$ cat config.mk
export PLATFORM = sky130hd
export DESIGN_NAME = shiftreg_engine
export DESIGN_NICKNAME = d
export VERILOG_FILES = /design/src/rtl/shiftreg_engine.sv
export SDC_FILE = /design/constraint.sdc
export NUM_CORES = 1
export LEC_CHECK = 0
export ABC_AREA = 1
export CAP_MARGIN = 20
export CORE_ASPECT_RATIO = 1.2
export CORE_MARGIN = 3
export CORE_UTILIZATION = 38
export DETAILED_ROUTE_END_ITERATION = 8
export PLACE_DENSITY_LB_ADDON = 0.12
export SLEW_MARGIN = 5
export SYNTH_ARGS = -nofsm -noshare
export SYNTH_HDL_FRONTEND = slang
export SYNTH_SLANG_ARGS = --single-unit
$ cat constraint.sdc
create_clock -name clk -period 1.9 [get_ports clk]
set_input_delay 0.285 -clock clk [delete_from_list [all_inputs] [get_ports clk]]
set_output_delay 0.285 -clock clk [all_outputs]
set_load 0.05 [all_outputs]
$ cat src/rtl/shiftreg_engine.sv
// shiftreg_engine: multi-lane serial shift engine with a shared control path.
// Each lane loads a parallel word, shifts it out over a programmable frame of
// 1..WIDTH strobed bits while capturing the serial input, and returns the
// captured bits low-justified with a one-cycle completion pulse.
module shiftreg_engine #(
    parameter int WIDTH     = 8,
    parameter int LANES     = 1,
    parameter int DIRECTION = 0,
    localparam int CW       = $clog2(WIDTH + 1)
) (
    input  logic                   clk,
    input  logic                   aclr_n,
    input  logic                   abort,
    input  logic                   en,
    input  logic                   s_valid,
    output logic                   s_ready,
    input  logic [LANES*WIDTH-1:0] s_data,
    input  logic [CW-1:0]          len,
    input  logic [LANES-1:0]       shiftin,
    output logic [LANES-1:0]       shiftout,
    output logic                   busy,
    output logic                   m_valid,
    output logic [LANES*WIDTH-1:0] m_data
);

    localparam logic [CW-1:0] WIDTH_C = CW'(WIDTH);
    localparam logic [CW-1:0] ONE_C   = CW'(1);

    typedef enum logic [0:0] {
        ST_IDLE  = 1'b0,
        ST_SHIFT = 1'b1
    } state_t;

    state_t                 state_q, state_d;
    logic [LANES*WIDTH-1:0] sreg_q, sreg_d;
    logic [CW-1:0]          cnt_q, cnt_d;
    logic [CW-1:0]          len_q, len_d;
    logic [LANES*WIDTH-1:0] mdata_q, mdata_d;
    logic                   mvalid_q, mvalid_d;

    // Frame length actually used: 0 and anything above WIDTH mean a full word.
    function automatic logic [CW-1:0] eff_len(input logic [CW-1:0] l);
        logic [CW-1:0] r;
        if ((l == '0) || (l > WIDTH_C)) begin
            r = WIDTH_C;
        end else begin
            r = l;
        end
        return r;
    endfunction

    // One shift step of a single lane, inserting the serial input bit.
    function automatic logic [WIDTH-1:0] shift_lane(input logic [WIDTH-1:0] r,
                                                    input logic b);
        logic [WIDTH-1:0] s;
        if (DIRECTION == 0) begin
            s = {b, r[WIDTH-1:1]};
        end else begin
            s = {r[WIDTH-2:0], b};
        end
        return s;
    endfunction

    // Low-justify the n received bits of a lane; upper bits forced to zero.
    function automatic logic [WIDTH-1:0] align_lane(input logic [WIDTH-1:0] r,
                                                    input logic [CW-1:0] n);
        logic [WIDTH-1:0] mask;
        logic [WIDTH-1:0] a;
        mask = ~({WIDTH{1'b1}} << n);
        if (DIRECTION == 0) begin
            a = (r >> (WIDTH_C - n)) & mask;
        end else begin
            a = r & mask;
        end
        return a;
    endfunction

    // Next-state logic: abort wins, then load in IDLE, then strobed shifting.
    always_comb begin
        state_d  = state_q;
        sreg_d   = sreg_q;
        cnt_d    = cnt_q;
        len_d    = len_q;
        mdata_d  = mdata_q;
        mvalid_d = 1'b0;
        if (abort) begin
            state_d = ST_IDLE;
            sreg_d  = '0;
            cnt_d   = '0;
            len_d   = '0;
        end else begin
            case (state_q)
                ST_IDLE: begin
                    if (s_valid) begin
                        sreg_d  = s_data;
                        cnt_d   = eff_len(len);
                        len_d   = eff_len(len);
                        state_d = ST_SHIFT;
                    end else begin
                        state_d = ST_IDLE;
                    end
                end
                ST_SHIFT: begin
                    if (en) begin
                        for (int k = 0; k < LANES; k++) begin
                            sreg_d[k*WIDTH +: WIDTH] =
                                shift_lane(sreg_q[k*WIDTH +: WIDTH], shiftin[k]);
                        end
                        cnt_d = cnt_q - ONE_C;
                        if (cnt_q == ONE_C) begin
                            state_d  = ST_IDLE;
                            mvalid_d = 1'b1;
                            for (int k = 0; k < LANES; k++) begin
                                mdata_d[k*WIDTH +: WIDTH] =
                                    align_lane(sreg_d[k*WIDTH +: WIDTH], len_q);
                            end
                        end else begin
                            state_d = ST_SHIFT;
                        end
                    end else begin
                        state_d = ST_SHIFT;
                    end
                end
                default: begin
                    state_d = ST_IDLE;
                    sreg_d  = '0;
                    cnt_d   = '0;
                    len_d   = '0;
                end
            endcase
        end
    end

    // State and output registers with asynchronous clear.
    always_ff @(posedge clk or negedge aclr_n) begin
        if (!aclr_n) begin
            state_q  <= ST_IDLE;
            sreg_q   <= '0;
            cnt_q    <= '0;
            len_q    <= '0;
            mdata_q  <= '0;
            mvalid_q <= 1'b0;
        end else begin
            state_q  <= state_d;
            sreg_q   <= sreg_d;
            cnt_q    <= cnt_d;
            len_q    <= len_d;
            mdata_q  <= mdata_d;
            mvalid_q <= mvalid_d;
        end
    end

    assign s_ready = (state_q == ST_IDLE);
    assign busy    = (state_q == ST_SHIFT);
    assign m_valid = mvalid_q;
    assign m_data  = mdata_q;

    for (genvar k = 0; k < LANES; k++) begin : g_out
        if (DIRECTION == 0) begin : g_right
            assign shiftout[k] = sreg_q[k*WIDTH];
        end else begin : g_left
            assign shiftout[k] = sreg_q[k*WIDTH + WIDTH - 1];
        end
    end

endmodule

; Word level (Yosys, flattened, before mapping)
; Cells that the tools add are included.
[word_totals]
reg_bits = 26
inputBits = 18
[op_classes]
mux = 23
n_reduce_logical = 6
eq_ne = 4
bitwise = 4
order_cmp = 1
n_shift = 2
addsub = 2
[ops]
columns = operator, count
row1 = two-way mux 8 bit, 6
row2 = two-way mux 4 bit, 6
row3 = case mux 8 bit (2 select lines), 1
row4 = AND 8 bit, 1
row5 = two-way mux 1 bit, 8
row6 = inverter 8 bit, 1
row7 = case mux 4 bit (2 select lines), 1
row8 = "left shift 8 x 4 -> 8 bit, first input constant", 1
row9 = >> shifter 8 x 4 -> 8 bit, 1
row10 = "!= test 3 bit, second input constant", 2
row11 = "== test 4 x 1 -> 1 bit, second input constant", 1
row12 = "greater-than comparator 4 bit, second input constant", 1
row13 = logical NOT 4 bit, 1
row14 = AND reduction 2 bit, 2
row15 = AND reduction 4 bit, 1
row16 = "subtractor 4 x 1 -> 4 bit, second input constant", 1
row17 = "subtractor 4 bit, first input constant", 1
row18 = "!= test 2 bit, second input constant", 1
row19 = inverter 1 bit, 2
row20 = case mux 1 bit (2 select lines), 1
row21 = nonzero test 2 bit, 1
row22 = logical OR 1 bit, 1

; Longest topological paths before layout
; Gate-level depths: netlist of the first run.
[depth]
ltp_word = 6
mapped_depth = 11

; Least setup slack after synthesis of the first run
; OpenSTA, ideal clock, no wires.
[synth_timing]
path_kind = register -> register
startpoint = reg len_q[0]
endpoint = reg mdata_q[2], in the netlist m_data[2]
t_arrival_ns = 1.552
setup_slack_ns = 0.282
t_required_ns = 1.834
path_buffers = 3
setup_ns = 0.066
period_less_slack_ns = 1.618
path_stages_with_launch = 12
path_cell_list = dfrtp_1 > buf_6 > inv_2 > buf_6 > ha_1 > ha_1 > buf_6 > inv_1 > nand3_1 > nand2_1 > nand2_1 > nand2_1
[synth_via]
elab_chain_len = 3
elab_cells_between_ends = 5
classes_between = add/sub (1) / shift (2) / bitwise (2)
[synth_lines]
columns = element, line_no
row1 = start: declaration, 37  ; logic [CW-1:0] len_q, len_d;
row2 = start signal: assignment, 147  ; len_q <= len_d;
row3 = subtractor 4 bit or left shift 8 x 4 -> 8 bit (tied branches), "71, 69"
row4 = >> shifter 8 x 4 -> 8 bit or inverter 8 bit (tied branches), "71, 69"
row5 = AND 8 bit *, 71  ; a = (r >> (WIDTH_C - n)) & mask;
row6 = end signal: assignment, 148  ; mdata_q <= mdata_d;
row7 = end: declaration, 38  ; logic [LANES*WIDTH-1:0] mdata_q, mdata_d;
; Mark *: on every way between the ends. The rest lies on a longest branch, timed or not.
; A chain may end at the register's enable or synchronous reset.

; Worst setup path after layout of the first run
[layout_timing]
startpoint = reg sreg_q[0]
endpoint = out shiftout
[layout_rtl]
columns = element, line_no
row1 = start: declaration, 35  ; logic [LANES*WIDTH-1:0] sreg_q, sreg_d;
row2 = start signal: assignment, 145  ; sreg_q <= sreg_d;
row3 = end: declaration, 20  ; output logic [LANES-1:0] shiftout,
; No word-level cell between the ends.

==> results.py, run 1 <==
metrics = {
    "outcome": {
        "status": "finished, final reports clean",
    },
    "global_route": {
        "first_global_vias": 1375,
        "grt_pass1_wl_mm": 6.106,
        "antenna_found_initial": 0,
        "grt_usage": 0.1466,
        "grt_max_degree": 27,
        "grt_overflow": 0,
    },
    "floorplan": {
        "die_x_um": 66.46,
        "start_util": 0.4098,
        "die_h_um": 78.55,
        "pin_count": 30,
        "die_area_um2": 5220,
        "core_area_um2": 4066,
        "row_count": 25,
    },
    "power": {
        "power.density_nw_per_um2": 639.2,
        "p_leak_nw": 1.002,
        "irDropWorstVdd_v": 0.0002573,
    },
    "final_layout": {
        "final_cells": 301,
        "num-nets-final": 272,
        "n_antenna_cell": 0,
        "layout-drive-gt1-share": 0.1012,
        "area_delta_synth_final_pct": 23.72,
    },
    "yosys": {
        "muxShareOfSynthArea": 0.04204,
        "synth_warnings": 0,
        "syn_area_per_cell_um2": 7.680,
        "mappedNetlistArea_um2": 1667,
        "synthSimpleGateAreaFrac": 0.3356,
        "synth_top_family_by_area": "simple AND/OR/NAND/NOR gates",
        "synthDistinctLibCells": 24,
        "synth-compound-area-share": 0.09835,
        "yosys.area_share.adder": 0.04505,
        "synth-xor-area-share": 0,
        "syn_inst": 217,
        "synth_nets": 241,
        "synth-seq-cells": 26,
        "synth_seq_area_share": 0.3904,
    },
    "clock_tree": {
        "cts-root-buf": "clkbuf_8",
        "ctsHoldBuffers": 0,
        "cts_sinks": 26,
        "numCtsBuffers": 3,
        "insertion_delay_ns": 0.27,
        "cts_buffer_depth": 2,
        "cts_resized": 0,
        "cts.clk_slew.worst_paths_ns": 0.09,
        "htreeDepth": 1,
        "cts_tree": "built",
        "cts_setup_buffers": 0,
    },
    "timing": {
        "slew_violations": 0,
        "finalCritPeriodShare": 0.9078,
        "min_period_ns": 1.725,
        "fin_tns_setup_ns": 0,
        "rsz0062_at_grt": "no",
        "setup_ws_ns": 0.1751,
        "setup_violations": 0,
        "skew_ns": 0.005726,
        "max_slew.worst_pin.slew_ns": 0.4921,
        "max_freq_mhz": 579.7,
        "finalHoldViolations": 0,
        "relSlewSlack": 0.6709,
    },
    "setup_path": {
        "crit_family": "buffers and inverters",
        "slowest_delay_ns": 0.81,
        "path_buf_inv": 1,
        "cp-start-kind": "register",
        "critPathCaptureType": "primary output",
        "cpMaxStageDelayCell": "clkdlybuf4s50_1",
        "reg2reg_setup_slack_ns": 0.19,
        "r2r_start": "len_q[0]$_DFFE_PN0P_",
        "critPathRequiredTime_ns": 1.62,
        "r2r_cells": 8,
        "criticalPathCategory": "register to primary output",
        "r2r_end": "m_data[1]$_DFFE_PN0P_",
        "cp.arrival_ns": 1.44,
        "crit_chain": "clkdlybuf4s50_1",
        "crit_fanout": 2,
    },
    "run": {
        "drv_cap": 0,
    },
    "place": {
        "placed_cells": 297,
        "pre_cts_ws_ns": 0.2062,
        "gp_congestion": 0.8498,
        "hpwl_mm": 2.728,
        "io_buffer_count": 29,
    },
    "drt": {
        "vias_per_cell": 4.904,
        "dr.first_iter.drc_count": 75,
        "wl_mm": 3.534,
        "drt-wirelength-per-cell_um": 11.74,
        "vias": 1476,
        "firstDrtPassIters": 4,
        "route.detailed.drc": 0,
        "ant_nets": 0,
    },
    "hold_path": {
        "hold_class": "primary input to asynchronous set/reset pin",
    },
}
[power breakdown]
group          internal (mW)  switching, mW
combinational          0.137          0.203
sequential             0.582         0.0326
clock                  0.185          0.177
total                  0.905          0.413
[per-layer routing]
| layer | vias to the layer above | share of wire | wire, µm | track usage |
|---|---|---|---|---|
| met1 | 679 | 0.48 | 1688 | 0.2023 |
| met2 | 33 | 0.48 | 1702 | 0.2403 |
| li1 | 762 | - | - | - |
| met3 | 2 | 0.035 | 123 | 0.01431 |
| met4 | 0 | 0.0057 | 20 | 0.04268 |
| met5 | - | 0 | 0 | 0 |
[cells in the final DEF (no fill, tap or decap)]
| master | n |
|---|---|
| nor2_1 | 18 |
| buf_4 | 3 |
| inv_2 | 6 |
| o22ai_1 | 4 |
| o21ai_1 | 2 |
| nand3_1 | 30 |
| nand3_4 | 1 |
| nand2_4 | 2 |
| nand2_2 | 2 |
| nand2_1 | 65 |
| nor2_8 | 1 |
| a21oi_1 | 4 |
| ha_1 | 6 |
| nand3b_1 | 2 |
| inv_6 | 1 |
| clkbuf_8 | 4 |
| buf_12 | 2 |
| a21oi_4 | 1 |
| clkdlybuf4s50_1 | 27 |
| mux2i_1 | 7 |
| dfrtp_1 | 26 |
| o32ai_1 | 1 |
| o21ai_0 | 15 |
| nor3_2 | 1 |
| inv_1 | 15 |
| a21oi_2 | 1 |
[worst max path at each step]
stage	startpoint	end	slack, ns	depth (start not counted)
finish	sreg_q[0]$_DFFE_PN0P_	shiftout	0.18	1
CTS	sreg_q[0]$_DFFE_PN0P_	shiftout	0.15	1
floorplan	len_q[0]$_DFFE_PN0P_	m_data[2]$_DFFE_PN0P_	0.28	11
detailed placement	len_q[0]$_DFFE_PN0P_	m_data[1]$_DFFE_PN0P_	0.21	8
global route	len_q[0]$_DFFE_PN0P_	m_data[1]$_DFFE_PN0P_	0.007	8
global placement	len_q[0]$_DFFE_PN0P_	m_data[0]$_DFFE_PN0P_	0.26	8
[metrics by stage]
| stage | area, µm² | util | power, mW | hold WS, ns |
|---|---|---|---|---|
| final | 2062 | 0.5071 | 1.318 | 0.3746 |
| after floorplan | 1667 | - | 0.8575 | -0.01059 |
| after CTS | 2062 | 0.5071 | 1.333 | 0.3941 |
| after global placement | 2007 | 0.4935 | 0.9662 | 0.4642 |
| after global routing | 2062 | 0.5071 | 1.398 | 0.4145 |
| after detailed placement | 2007 | 0.4935 | 0.9669 | 0.4648 |
[cells in the mapped netlist]
master | instances | area, µm²
nand2_1 | 65 | 244.0
nand3_1 | 30 | 150.1
dfrtp_1 | 26 | 650.6
nor2_1 | 18 | 67.56
inv_1 | 15 | 56.30
o21ai_0 | 15 | 75.07
mux2i_1 | 7 | 70.07
ha_1 | 6 | 75.07
inv_2 | 6 | 22.52
a21oi_1 | 4 | 20.02
buf_6 | 4 | 45.04
o22ai_1 | 4 | 25.02
buf_4 | 2 | 15.01
nand2_2 | 2 | 12.51
nand2_4 | 2 | 22.52
nand3b_1 | 2 | 15.01
o21ai_1 | 2 | 10.01
a21oi_2 | 1 | 8.760
a21oi_4 | 1 | 16.27
inv_6 | 1 | 8.760
nand3_4 | 1 | 17.52
nor2_8 | 1 | 20.02
nor3_2 | 1 | 10.01
o32ai_1 | 1 | 8.760
[final cells by class]
| type | instances | area [µm²] |
|---|---|---|
| Inverter | 22 | 87.58 |
| Fill cell | 429 | 2004 |
| Multi-Input combinational cell | 163 | 868.3 |
| Clock buffer | 4 | 55.05 |
| Timing Repair Buffer | 32 | 332.8 |
| Tap cell | 54 | 67.56 |
| Sequential cell | 26 | 650.6 |
[state kept, by name (all words and copies together), names as in the netlist]
signal   cells
busy         1
cnt_q        4
len_q        4
m_data       8
m_valid      1
sreg_q       8
[cells by family (layout without fill, tap and decap cells)]
group,Yosys count,in the layout
DFF,26,26
adders and majority gates,6,6
buffers and inverters,28,58
muxes,7,7
AOI/OAI and AO/OA,28,28
and+or+nand+nor,122,122
No activity file was read; power rests on OpenSTA's default activity.
==> run 2, diff against run 1 <==
Settings changed: CORE_ASPECT_RATIO 1.2 to 0.9, SETUP_SLACK_MARGIN set to 0.1.
==> results.py, run 2 (synthesized netlist as in run 1, its figures left out) <==
metrics = {
    "floorplan": {
        "pin_count": 30,
        "die_h_um": 68.83,
        "core_area_um2": 4156,
        "start_util": 0.4010,
        "die_x_um": 75.81,
        "die_area_um2": 5217,
        "row_count": 22,
    },
    "setup_path": {
        "slowest_delay_ns": 0.80,
        "reg2reg_setup_slack_ns": 0.26,
        "crit_fanout": 2,
        "r2r_cells": 8,
        "r2r_end": "m_data[2]$_DFFE_PN0P_",
        "crit_cells": 1,
        "critPathRequiredTime_ns": 1.62,
        "r2r_start": "len_q[0]$_DFFE_PN0P_",
        "cp-start-kind": "register",
        "cp.arrival_ns": 1.43,
        "crit_family": "buffers and inverters",
        "criticalPathCategory": "register to primary output",
        "critPathCaptureType": "primary output",
        "cpMaxStageDelayCell": "clkdlybuf4s50_1",
        "crit_chain": "clkdlybuf4s50_1",
        "path_buf_inv": 1,
    },
    "global_route": {
        "grt_usage": 0.1545,
        "grt_overflow": 0,
        "grt_max_degree": 27,
        "first_global_vias": 1339,
        "antenna_found_initial": 0,
        "grt_pass1_wl_mm": 6.203,
    },
    "drt": {
        "dr.first_iter.drc_count": 44,
        "vias_per_cell": 4.716,
        "wl_mm": 3.527,
        "drt-wirelength-per-cell_um": 11.53,
        "vias": 1443,
        "route.detailed.drc": 0,
        "firstDrtPassIters": 4,
        "ant_nets": 0,
    },
    "place": {
        "placed_cells": 303,
        "hpwl_mm": 2.744,
        "io_buffer_count": 29,
        "gp_congestion": 0.8375,
        "dpl_cell_area_um2": 2014,
        "pre_cts_ws_ns": 0.2022,
    },
    "final_layout": {
        "layout_commonest_cell": "nand2_1",
        "layout-drive-gt1-share": 0.1016,
        "fin_util": 0.4949,
        "area_delta_synth_final_pct": 23.42,
        "n_antenna_cell": 0,
        "design_area_um2": 2057,
        "layout_common_cells": "nand2_1 (65), nand3_1 (30), clkdlybuf4s50_1 (27)",
        "num-nets-final": 272,
        "final_cells": 306,
    },
    "clock_tree": {
        "cts_resized": 0,
        "cts.clk_slew.worst_paths_ns": 0.09,
        "cts_buffer_depth": 2,
        "cts_sinks": 26,
        "cts_setup_buffers": 0,
        "htreeDepth": 1,
        "insertion_delay_ns": 0.27,
        "cts-root-buf": "clkbuf_8",
        "numCtsBuffers": 3,
        "ctsHoldBuffers": 0,
        "cts_tree": "built",
    },
    "timing": {
        "setup_ws_ns": 0.1837,
        "hold_ws_ns": 0.3846,
        "slew_violations": 0,
        "finalHoldViolations": 0,
        "setup_violations": 0,
        "finalCritPeriodShare": 0.9033,
        "min_period_ns": 1.716,
        "skew_ns": 0.002819,
        "fin_tns_setup_ns": 0,
        "max_freq_mhz": 582.6,
        "relSlewSlack": 0.6701,
        "max_slew.worst_pin.slew_ns": 0.4933,
        "rsz0062_at_grt": "no",
    },
    "power": {
        "total_power_mw": 1.265,
        "irDropWorstVdd_v": 0.0004290,
        "p_leak_nw": 0.9930,
        "power.density_nw_per_um2": 614.9,
    },
    "outcome": {
        "status": "finished, final reports clean",
    },
    "hold_path": {
        "hold_class": "primary input to asynchronous set/reset pin",
    },
    "run": {
        "drv_cap": 0,
    },
}
## run 2: cell count changes in the layout (fill, tap and decap cells not counted)
cell	before	now
clkbuf_8	4	3
dfrtp_1	26	25
dfrtp_2	0	1
## run 2: layout make-up
class	instances	area, µm²
flip-flops and latches	26	651.9
well taps	60	75.07
fillers	429	2100
multi-input cells	163	868.3
inverters	22	87.58
clock buffers	3	41.29
repair buffers	32	332.8
## run 2: worst max path at each step
stage	from	end	slack, ns
after global routing	len_q[0]$_DFFE_PN0P_	m_data[2]$_DFFE_PN0P_	0.10
after CTS	sreg_q[0]$_DFFE_PN0P_	shiftout	0.17
final	sreg_q[0]$_DFFE_PN0P_	shiftout	0.18
after floorplan	len_q[0]$_DFFE_PN0P_	m_data[2]$_DFFE_PN0P_	0.28
after global placement	len_q[0]$_DFFE_PN0P_	m_data[0]$_DFFE_PN0P_	0.27
after detailed placement	len_q[0]$_DFFE_PN0P_	m_data[2]$_DFFE_PN0P_	0.20
## run 2: per-layer routing
metal,vias to the layer above,share of wire,global-route usage
met4,0,0.0074,0.02620
li1,767,-,-
met5,-,0,0
met3,5,0.044,0.03768
met1,640,0.50,0.2123
met2,31,0.45,0.2489
## run 2: where the power goes
group / switching, mW / total [mW] / internal [mW]
sequential: 0.0341 / 0.616 / 0.582
combinational: 0.201 / 0.338 / 0.137
clock: 0.168 / 0.310 / 0.142
==> run 3, diff against run 2 <==
Settings changed: GPL_TIMING_DRIVEN set to 0, PLACE_DENSITY set to 0.71, PLACE_DENSITY_LB_ADDON 0.12 to unset.
==> results.py, run 3 (synthesized netlist as in run 1, its figures left out) <==
metrics = {
    "final_layout": {
        "layout_common_cells": "nand2_1 (65), nand3_1 (30), clkdlybuf4s50_1 (28)",
        "layout_commonest_cell": "nand2_1",
        "final_cells": 313,
        "num-nets-final": 278,
        "design_area_um2": 2147,
        "area_delta_synth_final_pct": 28.83,
        "layout-drive-gt1-share": 0.1186,
        "n_antenna_cell": 0,
    },
    "setup_path": {
        "crit_chain": "clkdlybuf4s50_1",
        "r2r_cells": 9,
        "critPathRequiredTime_ns": 1.62,
        "path_buf_inv": 1,
        "crit_family": "buffers and inverters",
        "cpMaxStageDelayCell": "clkdlybuf4s50_1",
        "cp.arrival_ns": 1.44,
        "slowest_delay_ns": 0.80,
        "cp-start-kind": "register",
        "crit_cells": 1,
        "reg2reg_setup_slack_ns": 0.20,
        "critPathCaptureType": "primary output",
        "crit_fanout": 2,
        "criticalPathCategory": "register to primary output",
    },
    "place": {
        "gp_congestion": 0.8095,
        "hpwl_mm": 2.895,
        "io_buffer_count": 29,
        "placed_cells": 307,
        "dpl_cell_area_um2": 2059,
    },
    "global_route": {
        "grt_max_degree": 18,
        "grt_usage": 0.1522,
        "grt_overflow": 0,
        "grt_pass1_wl_mm": 6.127,
        "met2_usage": 0.2692,
        "first_global_vias": 1435,
        "grtUsageMet1": 0.1947,
        "antenna_found_initial": 0,
        "grtUsageMet3": 0.03623,
        "grt_most_used_layer": "met2",
    },
    "timing": {
        "skew_ns": 0.006096,
        "min_period_ns": 1.725,
        "slew_violations": 0,
        "finalCritPeriodShare": 0.9080,
        "rsz0062_at_grt": "no",
        "max_slew.worst_pin.slew_ns": 0.5172,
        "setup_violations": 0,
        "relSlewSlack": 0.6541,
        "fin_tns_setup_ns": 0,
        "max_freq_mhz": 579.7,
        "finalHoldViolations": 0,
    },
    "drt": {
        "wl_mm": 3.640,
        "drt-wirelength-per-cell_um": 11.63,
        "vias": 1506,
        "vias_per_cell": 4.812,
        "firstDrtPassIters": 4,
        "route.detailed.drc": 0,
        "dr.first_iter.drc_count": 60,
        "ant_nets": 0,
    },
    "clock_tree": {
        "insertion_delay_ns": 0.27,
        "cts_tree": "built",
        "cts_buffer_depth": 2,
        "cts-root-buf": "clkbuf_8",
        "cts_sinks": 26,
        "numCtsBuffers": 3,
        "htreeDepth": 1,
        "cts.clk_slew.worst_paths_ns": 0.09,
    },
    "floorplan": {
        "die_area_um2": 5217,
        "die_x_um": 75.81,
        "pin_count": 30,
        "start_util": 0.4010,
        "die_h_um": 68.83,
        "core_area_um2": 4156,
        "row_count": 22,
    },
    "power": {
        "power.density_nw_per_um2": 667.0,
        "p_leak_nw": 1.041,
        "irDropWorstVdd_v": 0.0003941,
    },
    "run": {
        "drv_cap": 0,
    },
    "hold_path": {
        "hold_class": "primary input to asynchronous set/reset pin",
    },
    "outcome": {
        "status": "finished, final reports clean",
    },
}
==> run 3: per-layer routing <==
| layer | vias to the layer above | share of wire |
|---|---|---|
| li1 | 788 | - |
| met1 | 677 | 0.48 |
| met2 | 39 | 0.47 |
| met3 | 2 | 0.045 |
| met4 | 0 | 0.0033 |
| met5 | - | 0 |
==> run 3: stage by stage <==
stage / total power [mW] / hold WS [ns] / setup WS, ns / util
after detailed placement: 0.9834 / 0.4703 / 0.1161 / 0.4955
after CTS: 1.446 / 0.3563 / 0.1105 / 0.5123
final: 1.432 / 0.3475 / 0.1749 / 0.5166
after floorplan: 0.8575 / -0.01059 / 0.2821 / -
after global routing: 1.515 / 0.3724 / 0.1024 / 0.5166
after global placement: 0.9706 / 0.4623 / 0.1227 / 0.4889
==> run 3: area by class of cell <==
type | instances | area, µm²
Clock buffer | 3 | 41.29
Inverter | 22 | 90.09
Timing Repair Buffer | 32 | 331.6
Tap cell | 60 | 75.07
Multi-Input combinational cell | 163 | 868.3
Sequential cell | 26 | 650.6
Fill cell | 441 | 2009
Clock inverter | 1 | 30.03
Buffer | 6 | 60.06
==> run 3: where the power goes <==
part	leakage, nW	switching, mW	internal (mW)
clock network	0.0357	0.174	0.282
logic	0.652	0.216	0.150
registers	0.354	0.0276	0.582
==> run 3: path summary, 6_finish.rpt <==
| kind | start | end |
|---|---|---|
| hold reg to reg | m_data[6]$_DFFE_PN0P_ | m_data[6]$_DFFE_PN0P_ |
| setup / recovery | m_data[5]$_DFFE_PN0P_ | m_data[5] |
| min in group clk | m_data[6]$_DFFE_PN0P_ | m_data[6]$_DFFE_PN0P_ |
| hold / removal | aclr_n | m_data[5]$_DFFE_PN0P_ |
| max in group asynchronous | aclr_n | sreg_q[4]$_DFFE_PN0P_ |
| setup reg to reg | len_q[0]$_DFFE_PN0P_ | m_data[5]$_DFFE_PN0P_ |
==> run 3: repair_timing <==
action                                  in CTS  in global routing
pin swaps                                    0                  1
endpoints found under the setup margin       4                  7
setup buffers                                0                  2
gates resized for setup                      2                  2
hold buffers                                 0                  0
